<file path="src/rtl/display_mode_ctrl.sv">
`default_nettype none
// ============================================================================
// Module   : display_mode_ctrl
// Brief    : Display mode cycling, overspeed blink, divider sequencing and
//            encoder refresh handshake for the bike-computer LCD path.
// Revision : 1.0 - initial release
// ============================================================================
module display_mode_ctrl #(
  parameter int                   NUM_MODES   = 4,
  parameter int                   SPEED_WIDTH = 12,
  parameter int                   OVERSPEED   = 65,
  parameter int                   BLINK_DIV   = 1,
  parameter int                   TIM_MODE    = 2,
  parameter logic [NUM_MODES-1:0] POINT_MASK  = 4'b0011,
  parameter int                   ENC_TIMEOUT = 16
) (
  input  logic                   clock,
  input  logic                   reset,
  input  logic                   mode_btn,
  input  logic                   half_sec_pulse,
  input  logic                   sec_pulse,
  input  logic [SPEED_WIDTH-1:0] speed,
  input  logic                   speed_valid,
  input  logic                   avg_speed_valid,
  output logic                   speed_start,
  output logic                   avg_speed_start,
  output logic                   div_select,
  output logic [2:0]             mode_idx,
  output logic [NUM_MODES-1:0]   mode_lamp,
  output logic                   enc_start,
  output logic [NUM_MODES-1:0]   enc_mode,
  input  logic                   enc_valid,
  input  logic [47:0]            enc_data,
  output logic [47:0]            disp_data,
  output logic                   col,
  output logic                   point,
  output logic                   enc_err,
  output logic [7:0]             overrun_cnt
);

  localparam logic [2:0]             c_last_mode    = 3'(NUM_MODES - 1);
  localparam logic [2:0]             c_tim_mode     = 3'(TIM_MODE);
  localparam logic [3:0]             c_blink_last   = 4'(BLINK_DIV - 1);
  localparam logic [7:0]             c_timeout_last = 8'(ENC_TIMEOUT - 1);
  localparam logic [SPEED_WIDTH-1:0] c_overspeed    = SPEED_WIDTH'(OVERSPEED);

  typedef enum logic [1:0] {D_IDLE = 2'd0, D_SPD = 2'd1, D_AVG = 2'd2} div_state_t;
  typedef enum logic [0:0] {R_IDLE = 1'b0, R_WAIT = 1'b1} ref_state_t;

  function automatic logic [NUM_MODES-1:0] f_onehot(input logic [2:0] idx);
    for (int i = 0; i < NUM_MODES; i++) begin
      f_onehot[i] = (idx == 3'(i));
    end
  endfunction

  // Mode selection
  logic                 r_btn_prev;
  logic [2:0]           r_mode_idx;
  logic                 w_mode_pulse;
  logic [2:0]           w_mode_nxt;
  logic [NUM_MODES-1:0] w_onehot_nxt;

  assign w_mode_pulse = mode_btn & ~r_btn_prev;
  assign w_onehot_nxt = f_onehot(w_mode_nxt);

  always_comb begin
    w_mode_nxt = r_mode_idx;
    if (w_mode_pulse) begin
      w_mode_nxt = (r_mode_idx == c_last_mode) ? 3'd0 : r_mode_idx + 3'd1;
    end
  end

  always_ff @(posedge clock or negedge reset) begin
    if (!reset) begin
      r_btn_prev <= 1'b0;
      r_mode_idx <= 3'd0;
    end else begin
      r_btn_prev <= mode_btn;
      r_mode_idx <= w_mode_nxt;
    end
  end

  // Blink phase generator
  logic [3:0] r_blink_cnt;
  logic       r_phase;

  always_ff @(posedge clock or negedge reset) begin
    if (!reset) begin
      r_blink_cnt <= 4'd0;
      r_phase     <= 1'b0;
    end else if (half_sec_pulse) begin
      if (r_blink_cnt >= c_blink_last) begin
        r_blink_cnt <= 4'd0;
        r_phase     <= ~r_phase;
      end else begin
        r_blink_cnt <= r_blink_cnt + 4'd1;
      end
    end
  end

  logic w_overspeed;
  assign w_overspeed = (speed > c_overspeed);
  assign mode_lamp   = (w_overspeed && r_phase) ? {NUM_MODES{1'b1}} : f_onehot(r_mode_idx);

  // Divider sequencer
  div_state_t r_d_state, w_d_state_nxt;
  logic       r_speed_start, w_speed_start_nxt;
  logic       r_avg_start, w_avg_start_nxt;
  logic       r_div_select, w_div_select_nxt;
  logic       r_pend_div, w_pend_div_nxt;
  logic       w_ovr_inc;
  logic [7:0] r_overrun;

  always_ff @(posedge clock or negedge reset) begin
    if (!reset) begin
      r_d_state <= D_IDLE;
    end else begin
      r_d_state <= w_d_state_nxt;
    end
  end

  always_comb begin
    w_d_state_nxt     = r_d_state;
    w_speed_start_nxt = 1'b0;
    w_avg_start_nxt   = 1'b0;
    w_div_select_nxt  = r_div_select;
    w_pend_div_nxt    = r_pend_div;
    w_ovr_inc         = 1'b0;
    case (r_d_state)
      D_IDLE: begin
        if (sec_pulse || r_pend_div) begin
          w_speed_start_nxt = 1'b1;
          w_div_select_nxt  = 1'b1;
          w_pend_div_nxt    = 1'b0;
          w_d_state_nxt     = D_SPD;
        end
      end
      D_SPD: begin
        if (speed_valid) begin
          w_avg_start_nxt  = 1'b1;
          w_div_select_nxt = 1'b0;
          w_d_state_nxt    = D_AVG;
        end
      end
      D_AVG: begin
        if (avg_speed_valid) begin
          w_div_select_nxt = 1'b1;
          w_d_state_nxt    = D_IDLE;
        end
      end
      default: w_d_state_nxt = D_IDLE;
    endcase
    // A second request while one is already queued is dropped and counted
    if (sec_pulse && (r_d_state != D_IDLE)) begin
      if (r_pend_div) begin
        w_ovr_inc = 1'b1;
      end else begin
        w_pend_div_nxt = 1'b1;
      end
    end
  end

  always_ff @(posedge clock or negedge reset) begin
    if (!reset) begin
      r_speed_start <= 1'b0;
      r_avg_start   <= 1'b0;
      r_div_select  <= 1'b1;
      r_pend_div    <= 1'b0;
      r_overrun     <= 8'd0;
    end else begin
      r_speed_start <= w_speed_start_nxt;
      r_avg_start   <= w_avg_start_nxt;
      r_div_select  <= w_div_select_nxt;
      r_pend_div    <= w_pend_div_nxt;
      if (w_ovr_inc && (r_overrun != 8'hFF)) begin
        r_overrun <= r_overrun + 8'd1;
      end
    end
  end

  // Encoder refresh handshake
  ref_state_t           r_r_state, w_r_state_nxt;
  logic                 w_ref_req;
  logic                 r_pend_ref, w_pend_ref_nxt;
  logic                 w_enc_start_nxt;
  logic                 w_capture;
  logic                 w_timeout;
  logic [7:0]           r_timer;
  logic                 r_enc_start;
  logic [NUM_MODES-1:0] r_enc_mode;
  logic [47:0]          r_disp;
  logic                 r_enc_err;
  logic                 r_point;
  logic                 r_col;

  assign w_ref_req = sec_pulse | w_mode_pulse;

  always_ff @(posedge clock or negedge reset) begin
    if (!reset) begin
      r_r_state <= R_IDLE;
    end else begin
      r_r_state <= w_r_state_nxt;
    end
  end

  always_comb begin
    w_r_state_nxt   = r_r_state;
    w_pend_ref_nxt  = r_pend_ref;
    w_enc_start_nxt = 1'b0;
    w_capture       = 1'b0;
    w_timeout       = 1'b0;
    case (r_r_state)
      R_IDLE: begin
        if (w_ref_req || r_pend_ref) begin
          w_enc_start_nxt = 1'b1;
          w_pend_ref_nxt  = 1'b0;
          w_r_state_nxt   = R_WAIT;
        end
      end
      R_WAIT: begin
        if (w_ref_req) begin
          w_pend_ref_nxt = 1'b1;
        end
        // Valid data wins over a timeout landing in the same cycle
        if (enc_valid) begin
          w_capture     = 1'b1;
          w_r_state_nxt = R_IDLE;
        end else if (r_timer == c_timeout_last) begin
          w_timeout     = 1'b1;
          w_r_state_nxt = R_IDLE;
        end
      end
      default: w_r_state_nxt = R_IDLE;
    endcase
  end

  always_ff @(posedge clock or negedge reset) begin
    if (!reset) begin
      r_pend_ref  <= 1'b0;
      r_enc_start <= 1'b0;
      r_timer     <= 8'd0;
      r_enc_mode  <= f_onehot(3'd0);
      r_disp      <= 48'd0;
      r_enc_err   <= 1'b0;
      r_point     <= 1'b0;
    end else begin
      r_pend_ref  <= w_pend_ref_nxt;
      r_enc_start <= w_enc_start_nxt;
      if (w_enc_start_nxt) begin
        r_timer    <= 8'd0;
        r_enc_mode <= w_onehot_nxt;
        r_point    <= |(w_onehot_nxt & POINT_MASK);
      end else if (r_r_state == R_WAIT) begin
        r_timer <= r_timer + 8'd1;
      end
      if (w_capture) begin
        r_disp <= enc_data;
      end
      if (w_timeout) begin
        r_enc_err <= 1'b1;
      end
    end
  end

  always_ff @(posedge clock or negedge reset) begin
    if (!reset) begin
      r_col <= 1'b0;
    end else if (w_mode_pulse || (r_mode_idx != c_tim_mode)) begin
      r_col <= 1'b0;
    end else if (sec_pulse) begin
      r_col <= ~r_col;
    end
  end

  assign speed_start     = r_speed_start;
  assign avg_speed_start = r_avg_start;
  assign div_select      = r_div_select;
  assign mode_idx        = r_mode_idx;
  assign enc_start       = r_enc_start;
  assign enc_mode        = r_enc_mode;
  assign disp_data       = r_disp;
  assign col             = r_col;
  assign point           = r_point;
  assign enc_err         = r_enc_err;
  assign overrun_cnt     = r_overrun;

endmodule
`default_nettype wire

</file>
<file path="config.mk">
export PLATFORM = sky130hd
export DESIGN_NAME = display_mode_ctrl
export DESIGN_NICKNAME = d
export VERILOG_FILES = /design/src/rtl/display_mode_ctrl.sv
export SDC_FILE = /design/constraint.sdc
export NUM_CORES = 1
export LEC_CHECK = 0
export ABC_AREA = 1
export CORE_AREA = 2 2 102 84
export DETAILED_ROUTE_END_ITERATION = 8
export DIE_AREA = 0 0 104 86
export GPL_TIMING_DRIVEN = 1
export PLACE_DENSITY_LB_ADDON = 0.05
export SYNTH_ARGS = -nofsm -noshare
export SYNTH_HDL_FRONTEND = slang
export SYNTH_SLANG_ARGS = --single-unit
</file>
<file path="constraint.sdc">
create_clock -name clock -period 3.69 [get_ports clock]
set_input_delay 0.369 -clock clock [delete_from_list [all_inputs] [get_ports clock]]
set_output_delay 0.369 -clock clock [all_outputs]
set_load 0.005 [all_outputs]
</file>
# After elaboration in Yosys (flattened, before gate mapping)
# Cells that the tools add are included.
[word_totals] reg_bits=89 inputBits=68 output_inout_bits=74 wordCells=104
[classes] n_eq_ne=16 magnitude_cmp=2 n_reduce_logical=18 bitwise=6 add_sub_neg=4 muxes=39
[ops] operator="$mux W1" count=26
[ops] operator="$add A8 B1 Y8 const B" count=2
[ops] operator="$mux W8" count=2
[ops] operator="$eq A3 B2 Y1 const B" count=4
[ops] operator="$gt A12 B7 Y1 const B" count=1
[ops] operator="$eq A8 B4 Y1 const B" count=1
[ops] operator="$mux W4" count=2
[ops] operator="$ne A2 B2 Y1 const B" count=4
[ops] operator="$ne A8 B8 Y1 const B" count=1
[ops] operator="$eq A3 B1 Y1 const B" count=2
[ops] operator="$logic_not A3 Y1" count=2
[ops] operator="$mux W2" count=3
[ops] operator="$mux W3" count=2
[ops] operator="$pmux W2 S3" count=1
[ops] operator="$reduce_bool A2 Y1" count=3
[ops] operator="$add A4 B1 Y4 const B" count=1
[ops] operator="$ge A4 B1 Y1 const B" count=1
[ops] operator="$not A1 Y1" count=4
[ops] operator="$pmux W1 S2" count=2
[ops] operator="$reduce_and A2 Y1" count=2
[ops] operator="$reduce_and A4 Y1" count=1
[ops] operator="$add A3 B1 Y3 const B" count=1
[ops] operator="$logic_and A1 B1 Y1" count=3
[ops] operator="$logic_or A1 B1 Y1" count=3
[ops] operator="11 further kinds" count=11

# Longest topological paths before layout
[logic_depth] ltp_word=7 depth_mapped=8 ltp_nobuf=8

# Worst setup path after synthesis
# Ideal clock, no wire load.
[synth_timing] kind="reg-to-reg" from="register r_overrun[1] (netlist: overrun_cnt[1])" to="register r_overrun[2] (netlist: overrun_cnt[2])" required_ns=3.570 setup_time_ns=0.120 t_arrival_ns=1.195 path_buffers=0 slack_ns=2.375 synth_period_minus_slack_ns=1.315 path_stages_with_launch=9 cell_sequence="dfrtp_1 > ha_1 > inv_1 > nor2_1 > nand2_1 > nand2_2 > inv_1 > nand3b_1 > nand2_1"
[synth_between] elab_chain_cells=2 word_cells_on_any_way=3 classes_between="add/sub: 1; eq/ne: 1; reduce/logical: 1"
[synth_lines] element="start: declaration" line="112" text="logic [7:0] r_overrun;"
[synth_lines] element="start signal: assignment" line="176" text="r_overrun <= r_overrun + 8'd1;"
[synth_lines] element="parallel branches: the longest is 2 deep, another holds $add A8 B1 Y8"
# Parallel ways; which one is timed is not known.
# A chain may end at the register's enable or synchronous reset.

# Worst setup path in the final report
[layout_timing] from="input port speed[5]" to="output port mode_lamp[0]"
[layout_between] elab_chain_cells=3
[layout_lines] element="start: declaration" line="22" text="input logic [SPEED_WIDTH-1:0] speed,"
[layout_lines] element="$gt A12 B7 Y1" line="102" text="assign w_overspeed = (speed > c_overspeed);"
[layout_lines] element="$logic_and A1 B1 Y1" line="103" text="assign mode_lamp = (w_overspeed && r_phase) ? {NUM_MODES{1'b1}} : f_onehot(r_mode_idx);"
[layout_lines] element="$mux W4" line="103"
[layout_lines] element="end: declaration" line="29" text="output logic [NUM_MODES-1:0] mode_lamp,"
# No other way between the ends.

==> summary.md <==
| Metric | Value |
|---|---|
| Distinct cell type count after synthesis | `22` |
| CTS tree | `done` |
| Area delta synth->final | `46.41%` |
| Fin crit period | `2.093 ns` |
| Initial DRC Count | `63` |
| Placer Congestion | `0.7848` |
| Vias in the first global route | `2651` |
| Reg2Reg Capture Point | `disp_data[24]` |
| Die height | `86 um` |
| Syn avg cell area | `11.35 sq um` |
| Reg-to-Reg Start | `r_r_state` |
| Buf/Inv on CP | `2` |
| Area leader, netlist | `dfrtp_1` |
| Crit path max fanout | `4` |
| Initial antenna violation count | `0` |
| First-pass GRT wire length | `13110 um` |
| PnR Total Power | `3.907 mW` |
| Yosys top cell area share | `56.99%` |
| Unrepaired setup endpoints after global routing | `no` |
| Worst-case clock skew | `0.01216 ns` |
| Final-stage net count | `542` |
| Total CTS buffers | `9` |
| DRT Wirelength | `8034 um` |
| Setup crit end kind | `primary output` |
| DR pass1 iterations | `4` |
| Yosys Warn Count | `0` |
| Worst setup path endpoint | `mode_lamp[0]` |
| HPWL Detailed | `5835 um` |
| Setup_tns | `0 ns` |
| Final ANT Viol Nets | `0` |
| WP depth | `8` |
| LEAKAGE | `2.460 nW` |
| R2R cell count | `3` |
| Share of layout cells above drive strength 1 | `14.80%` |
| PD cells | `732.1 mW/mm^2` |
| Core area | `0.007838 sq mm` |
| Post-layout util | `68.09%` |
| Fin crit share | `56.72%` |
| N_diodes | `0` |
| Global route total overflow | `0` |
| Largest net degree at the start of global routing | `86` |
| Post-synthesis cell area | `0.003645 sq mm` |
| #FFs+latches synth | `85` |
| Flop-to-flop setup slack | `1.86 ns` |
| Worst-path clk slew | `0.08 ns` |
| Slew @ Worst Pin | `1.062 ns` |
| Io pins | `142` |
| Critical path cell sequence | `clkdlybuf4s50_1 -> nor2_1 -> nand3b_1 -> nand2_1 -> nand3_1 -> nand2_1 -> nand2_1 -> clkdlybuf4s50_1` |
| MaxCap Viol Count | `0` |
| Setup bufs post-CTS | `0` |
| CP max-delay cell | `clkdlybuf4s50_1` |
| Post-synth net total | `395` |
| PortBufs | `140` |
| Most used cell, CP | `nand2_1` |
| Min-delay worst type | `input pin to async pin` |
| GRT Overall Usage | `18.64%` |
| Clk_lat worst skew | `0.34 ns` |
| Avg WL per Cell | `13.83 um` |
| Commonest non-fill, non-tap cell in the layout | `clkdlybuf4s50_1` |
| # hold bufs at CTS | `0` |
| Max stage delay on crit path | `0.49 ns` |
| Sequential share of the synthesized area | `58.43%` |
| Final Hold Viols | `0` |
| Outcome | `finished clean` |
| Clk sinks | `85` |
| Die Span X | `104 um` |
| Via count | `2737` |
| Most frequent cells in the layout | `clkdlybuf4s50_1, dfrtp_1, nand2_1` |
| CTS max path bufs | `2` |
| Drt via density | `4.711` |
| WS Path Type | `input pin to primary output` |
| # DRC | `0` |
| Worst slew margin | `29.21%` |
| Worst path required time | `3.32 ns` |
| H-tree lvl count | `3` |
| Setup violators final | `0` |
| Top delay family on crit path | `buffers and inverters` |
| Full die area | `0.008944 sq mm` |
| Max frequency | `477.8 MHz` |
| Top post-synthesis cells by area | `dfrtp_1, mux2_2, mux2_4` |
| Synth Instances | `321` |
| Worst path arrival time | `1.72 ns` |
| Worst Setup SP | `speed[5]` |
| Max Slew Vio Count | `0` |
| Clock root buffer | `clkbuf_8` |
| Max VDD drop | `385.8 uV` |
| Fillers | `636` |
| Initial Utilization | `46.50%` |
| CTS resizes | `0` |
| Rows | `29` |
| Worst setup SP type | `input pin` |
-- through the flow --
| stage | instance area [sq um] | hold WS, ns | worst slack, ns | instances |
|---|---|---|---|---|
| 6_report | 5336 | 0.1968 | 1.597 | 581 |
| 5_1_grt | 5336 | 0.2616 | 1.448 | 581 |
| 4_1_cts | 5336 | 0.2437 | 1.579 | 581 |
| 3_5_place_dp | 5142 | 0.4647 | 1.470 | 565 |
| 3_3_place_gp | 5142 | 0.4567 | 1.472 | 565 |
| 2_1_floorplan | 3645 | 0.07341 | 2.375 | 321 |
-- Yosys cell counts (all sizes together) --
cell type,count
a21oi,6
a31o,2
buf,6
dfrtp,83
dfstp,2
ha,6
inv,24
mux2,48
nand2,74
nand3,18
nand3b,5
nand4,1
nor2,26
nor3,6
o21ai,8
o21bai,1
xnor2,1
xor2,4
-- power breakdown --
group / switching, mW / leakage, nW / internal (mW)
registers: 0.236 / 1.04 / 1.33
logic: 0.588 / 1.33 / 1.10
clock network: 0.315 / 0.0899 / 0.333
total: 1.14 / 2.46 / 2.77
-- area by class of cell --
cell class / instances / area [sq um] / share of cell area [%]
sequential: 85 / 2130 / 39.91
timing repair buffer: 142 / 1414 / 26.49
multi-input combinational: 206 / 1374 / 25.74
clock buffer: 13 / 148.9 / 2.790
tap: 108 / 135.1 / 2.532
inverter: 24 / 90.09 / 1.688
clock inverter: 3 / 45.04 / 0.8441
-- worst min-delay path by stage --
stage                  from              end  slack, ns
floorplan             reset  avg_speed_start       0.07
finish                reset   overrun_cnt[1]       0.20
global route          reset   overrun_cnt[1]       0.26
global placement    enc_err          enc_err       0.46
CTS                   reset   overrun_cnt[1]       0.24
detailed placement  r_phase          r_phase       0.46
-- routing by layer --
layer	track usage, %	wire (um)	share of wire (%)	vias to the layer above
li1	-	-	-	1343
met1	24.77	3621	45	1296
met2	29.90	3904	49	88
met3	5.547	416	5.2	10
met4	5.651	91	1.1	0
met5	0	0	0	-
-- cell families (layout without fill, tap and decap cells) --
kind of cell / after synthesis / after routing / synth area share, %
AND/OR/NAND/NOR: 130 / 130 / 14.93
flip-flops: 85 / 85 / 58.43
multiplexers: 48 / 48 / 16.89
buffers and inverters: 30 / 182 / 3.879
AO/OA/AOI/OAI: 17 / 17 / 2.609
adder cells (fa/ha/maj): 6 / 6 / 2.060
XOR/XNOR: 5 / 5 / 1.201
-- worst reg2reg max path, stage by stage, from the launching register on --
cell and delay, ns:
dfrtp_1 0.45, nand2_2 0.55, buf_4 0.40, mux2_4 0.33
-- flip-flops by register name, indices dropped and copies added (netlist names), 2 cells and up --
signal,cells
enc_mode,4
overrun_cnt,8
mode_idx,3
r_d_state,2
disp_data,48
r_timer,8
Power figures use the tool's default switching activity.
